`config.mk`:
```
export PLATFORM = sky130hd
export DESIGN_NAME = neo_mem_engine
export DESIGN_NICKNAME = d
export VERILOG_FILES = /design/src/rtl/neo_mem_engine.sv
export SDC_FILE = /design/constraint.sdc
export NUM_CORES = 1
export LEC_CHECK = 0
export CELL_PAD_IN_SITES_DETAIL_PLACEMENT = 1
export CELL_PAD_IN_SITES_GLOBAL_PLACEMENT = 2
export CORE_MARGIN = 2
export CORE_UTILIZATION = 43
export DETAILED_ROUTE_END_ITERATION = 16
export GPL_ROUTABILITY_DRIVEN = 0
export HOLD_SLACK_MARGIN = 0.05
export PLACE_DENSITY_LB_ADDON = 0.1
export SLEW_MARGIN = 30
export SYNTH_ARGS = -nofsm -noshare
export SYNTH_HDL_FRONTEND = slang
export SYNTH_SLANG_ARGS = --single-unit
```
`constraint.sdc`:
```
create_clock -name Clk -period 12.81 [get_ports Clk]
set_clock_uncertainty 0.05 [all_clocks]
set_input_delay 2.562 -clock Clk [delete_from_list [all_inputs] [get_ports Clk]]
set_output_delay 2.562 -clock Clk [all_outputs]
set_load 0.02 [all_outputs]
```
`src/rtl/neo_mem_engine.sv`:
```
// Streams a block of signed samples from memory, computes the nonlinear energy
// operator x[n]^2 - x[n-1]*x[n+1], scales/saturates it and writes it back.
module neo_mem_engine #(
  parameter int N            = 16,
  parameter int M            = 32,
  parameter int SRC_BASE     = 0,
  parameter int LEN          = 16,
  parameter int OUT_BASE     = 16,
  parameter int SCRATCH_ADDR = M - 1,
  parameter int SHIFT        = N - 1,
  localparam int AW          = $clog2(M)
) (
  input  logic                Clk,
  input  logic                reset,
  input  logic                start,
  output logic                busy,
  output logic                done,
  output logic                sat_flag,
  output logic [AW-1:0]       raddr,
  input  logic signed [N-1:0] rdata,
  output logic [AW-1:0]       waddr,
  output logic signed [N-1:0] wdata,
  output logic                mem_we
);

  // Valid/ready note: there is no backpressure; start is a request honoured only
  // in IDLE, and each presented (mem_we, waddr, wdata) is committed at the next edge.

  localparam int CW = $clog2(LEN + 4) + 1;
  localparam int W2 = 2 * N + 1;

  localparam logic [CW-1:0] CNT_LAST_RD = CW'(LEN - 2);
  localparam logic [CW-1:0] CNT_WR_LO   = CW'(3);
  localparam logic [CW-1:0] CNT_WR_HI   = CW'(LEN);
  localparam logic [CW-1:0] CNT_END     = CW'(LEN + 1);
  localparam logic [AW-1:0] SCRATCH     = AW'(SCRATCH_ADDR);
  localparam logic [AW-1:0] SRC_A       = AW'(SRC_BASE);

  localparam logic signed [W2-1:0] MAXV = {{(N + 2){1'b0}}, {(N - 1){1'b1}}};
  localparam logic signed [W2-1:0] MINV = {{(N + 2){1'b1}}, {(N - 1){1'b0}}};

  typedef enum logic [1:0] {IDLE, RUN, DRAIN, DONE_S} state_t;

  state_t state, state_n;

  logic [CW-1:0]       cnt;
  logic signed [N-1:0] x_prev, x_mid;

  logic signed [W2-1:0] xp, xm, xr, psi, scaled;
  logic signed [N-1:0]  res;
  logic                 clamp;

  always_ff @(posedge Clk) begin
    if (!reset) state <= IDLE;
    else        state <= state_n;
  end

  always_comb begin
    state_n = state;
    case (state)
      IDLE:    if (start) state_n = RUN;
      RUN:     if (cnt == CNT_LAST_RD) state_n = DRAIN;
      DRAIN:   if (cnt == CNT_END) state_n = DONE_S;
      DONE_S:  state_n = IDLE;
      default: state_n = IDLE;
    endcase
  end

  // Window ends at the sample currently on rdata; x_mid is the centre sample.
  always_comb begin
    xp     = W2'(x_prev);
    xm     = W2'(x_mid);
    xr     = W2'(rdata);
    psi    = xm * xm - xp * xr;
    scaled = psi >>> SHIFT;
    res    = scaled[N-1:0];
    clamp  = 1'b0;
    if (scaled > MAXV) begin
      res   = MAXV[N-1:0];
      clamp = 1'b1;
    end else if (scaled < MINV) begin
      res   = MINV[N-1:0];
      clamp = 1'b1;
    end
  end

  always_ff @(posedge Clk) begin
    if (!reset) begin
      busy     <= 1'b0;
      done     <= 1'b0;
      sat_flag <= 1'b0;
      raddr    <= '0;
      waddr    <= SCRATCH;
      wdata    <= '0;
      mem_we   <= 1'b0;
      cnt      <= '0;
      x_prev   <= '0;
      x_mid    <= '0;
    end else begin
      done <= 1'b0;
      case (state)
        IDLE: begin
          if (start) begin
            busy     <= 1'b1;
            sat_flag <= 1'b0;
            raddr    <= SRC_A;
            cnt      <= '0;
            x_prev   <= '0;
            x_mid    <= '0;
          end
        end
        RUN, DRAIN: begin
          cnt    <= cnt + 1'b1;
          x_prev <= x_mid;
          x_mid  <= rdata;
          if (state == RUN) raddr <= AW'(SRC_BASE + 32'(cnt) + 1);
          if (cnt >= CNT_WR_LO && cnt <= CNT_WR_HI) begin
            mem_we <= 1'b1;
            waddr  <= AW'(OUT_BASE + 32'(cnt) - 3);
            wdata  <= res;
            if (clamp) sat_flag <= 1'b1;
          end else begin
            mem_we <= 1'b0;
            waddr  <= SCRATCH;
            wdata  <= '0;
          end
          if (state == DRAIN && cnt == CNT_END) begin
            busy <= 1'b0;
            done <= 1'b1;
          end
        end
        default: ;
      endcase
    end
  end

endmodule
```
==> impl_metrics.py <==
metrics = {
    "status": {
        "status": "finished, final reports clean",
    },
    "sta": {
        "post-route-period-util_pct": 86.30,
        "period_minus_slack_ps": 11050,
        "hold_ws_ps": 427.6,
        "worst_pin_slew_ps": 957.2,
        "setup_tns_ps": 0,
        "relSlewSlack_pct": 35.99,
        "finalSetupViolations": 0,
        "drv_slew": 0,
        "max_clock_freq_mhz": 90.46,
        "rsz0062_at_grt": "no",
        "hold_viol_final": 0,
    },
    "finish": {
        "n_antenna_cell": 0,
        "area_growth_pct": 6.465,
        "final_common_cell": "inv_1",
        "postLayoutCellArea_um2": 23380,
        "drive_above_1_share_pct": 3.020,
        "fillers": 5785,
        "seq_area_um2": 1403,
        "nets": 3063,
        "multiInputGateArea_um2": 17590,
        "mostFrequentLayoutCells": "inv_1, fa_1, nand2_1",
        "layout.cells.non_filler": 2990,
    },
    "route": {
        "via_per_inst": 4.971,
        "drc": 0,
        "ant_nets": 0,
        "via_count": 14860,
        "routed-wl-met3_um": 861,
        "met2WireLength_um": 33440,
        "wl_met1_um": 24140,
        "drtIter0Drc": 507,
        "firstDrtPassIters": 4,
        "highest_layer": "met4",
        "wire_per_inst_um": 20.08,
        "wl_um": 60030,
    },
    "synth": {
        "synth_top_area_share_pct": 50.86,
        "ys_warn_count": 0,
        "ys_ff_latch": 70,
        "synth_fp_nets": 3071,
        "ys_types": 62,
        "synthCells": 2321,
        "yosysSeqAreaShare_pct": 6.380,
        "synthArstFlopShare_pct": 0,
        "synth_edf_count": 0,
        "ys.flop_type": "dfxtp_1",
        "yosys-top-cells-area": "fa_1, inv_1, ha_1, dfxtp_1, and2_1",
        "synth_largest_area_cell": "fa_1",
        "avgSynthCellArea_um2": 9.464,
        "synth_area_um2": 21960,
    },
    "global_route": {
        "grt_max_degree": 34,
        "gr-total-overflow": 0,
        "antenna_found_initial": 0,
        "grt_pass1_wl_um": 98550,
        "grt_usage_pct": 24.32,
        "grt_pass1_vias": 17780,
    },
    "floorplan": {
        "die_w_um": 230.0,
        "io-pin-count": 49,
        "die-height_um": 230.0,
        "core-area_um2": 50270,
        "start_util_pct": 43.69,
        "std_cell_rows": 82,
        "dieArea_um2": 52900,
    },
    "worst_setup_path": {
        "critical_path.startpoint_type": "primary input",
        "path_max_fanout": 18,
        "end_kind": "register",
        "cp-startpoint": "rdata[0]",
        "crit_required_ps": 13020,
        "crit_arrival_ps": 11270,
        "crit_type": "primary input to register",
        "reg2reg_slack_ps": 3820,
        "reg2reg_to": "wdata[2]",
        "rr_worst_depth": 25,
        "worstSetupEndpoint": "wdata[2]",
        "reg2reg_from": "x_prev[15]",
    },
    "run": {
        "cap_violations": 0,
    },
    "clocking": {
        "cts_buffers": 9,
        "cts_setup_buffers": 0,
        "cts_htree_levels": 3,
        "cts_root_buffer": "clkbuf_16",
        "clock-sinks": 70,
        "path_clk_slew_ps": 60,
        "cts_tree": "yes",
        "postCtsHoldBufs": 0,
        "post_cts_resized": 0,
        "clk_path_buf_depth": 2,
        "clk-insertion-delay-late_ps": 350,
    },
    "place": {
        "dp_cells": 2974,
        "dp_hpwl_um": 51650,
        "portBuffers": 48,
        "post_dp_cell_area_um2": 23100,
    },
    "hold_path": {
        "hold_class": "register to register",
    },
}
-- registers in the layout, indices dropped and copies added, names as in the netlist, 2 cells and up --
name,flops
cnt,6
raddr,5
state,2
waddr,5
wdata,16
x_mid,16
x_prev,16
-- stage by stage --
stage,util (%),worst slack (ps)
after floorplan,-,2990
after global placement,45.95,1529
after detailed placement,45.95,1273
after CTS,46.52,1665
after global routing,46.52,1136
final,46.52,1755
-- kinds of logic after synthesis --
kind of cell,share of synthesized area (%)
DFF,6.380
AOI/OAI and AO/OA,5.600
muxes,0.1367
buffers and inverters,13.57
adders and majority gates,60.71
xor gates and xnor gates,1.874
and+or+nand+nor,11.72
-- cell usage after synthesis, types with 3 or more instances --
| master | n |
|---|---|
| nand2b_1 | 11 |
| dfxtp_1 | 70 |
| ha_1 | 173 |
| o211ai_1 | 4 |
| nor2_1 | 28 |
| a21o_1 | 10 |
| a21boi_0 | 4 |
| a22o_1 | 32 |
| mux2i_1 | 3 |
| nor2b_1 | 26 |
| o21a_1 | 4 |
| o22ai_1 | 5 |
| o211ai_2 | 10 |
| inv_1 | 702 |
| a22oi_1 | 7 |
| a31oi_1 | 8 |
| and2_1 | 165 |
| fa_1 | 558 |
| or4_1 | 3 |
| nor3_1 | 10 |
| nand2_1 | 243 |
| or2_2 | 5 |
| clkbuf_1 | 84 |
| nand4_1 | 8 |
| a21oi_1 | 22 |
| nand3_1 | 12 |
| xnor2_1 | 34 |
| xor2_1 | 13 |
| o21ai_0 | 29 |
-- critical path: stages --
cell	delay, ps
clkdlybuf4s50_1	460
buf_4	250
nand2_1	210
inv_1	670
fa_1	540
inv_1	80
fa_1	410
inv_1	80
fa_1	400
inv_1	80
fa_1	460
fa_1	590
fa_1	440
fa_1	490
inv_1	50
fa_1	520
inv_1	50
ha_1	330
and3_2	230
nand4_1	110
o221ai_1	170
a221oi_2	310
a21boi_2	140
o311a_2	420
a211oi_4	370
nand3_1	560
o211ai_1	240
-- routing by layer --
layer	track usage [%]	up-vias
met5	0	-
met4	6.391	0
met3	1.364	65
met2	46.80	133
met1	29.33	7998
li1	-	6667
-- how the worst min path moves through the flow --
stage | startpoint | end | slack, ps | cells after the start
2_1_floorplan | state[0] | state[0] | 450 | 1
6_report | waddr[2] | waddr[2] | 430 | 2
3_5_place_dp | wdata[6] | wdata[6] | 420 | 2
5_1_grt | mem_we | mem_we | 460 | 2
4_1_cts | waddr[2] | waddr[2] | 440 | 2
3_3_place_gp | wdata[14] | wdata[14] | 410 | 2
-- area by class of cell --
cell class	count	area share, %
clock inverter	5	0.1445
multi-input combinational	1461	75.21
timing repair buffer	69	2.707
inverter	702	11.27
clock buffer	11	1.081
sequential	70	5.998
tap	672	3.596
Power is not shown: default switching activity piles up to over one toggle a cycle in this logic, so the estimate is an artifact.
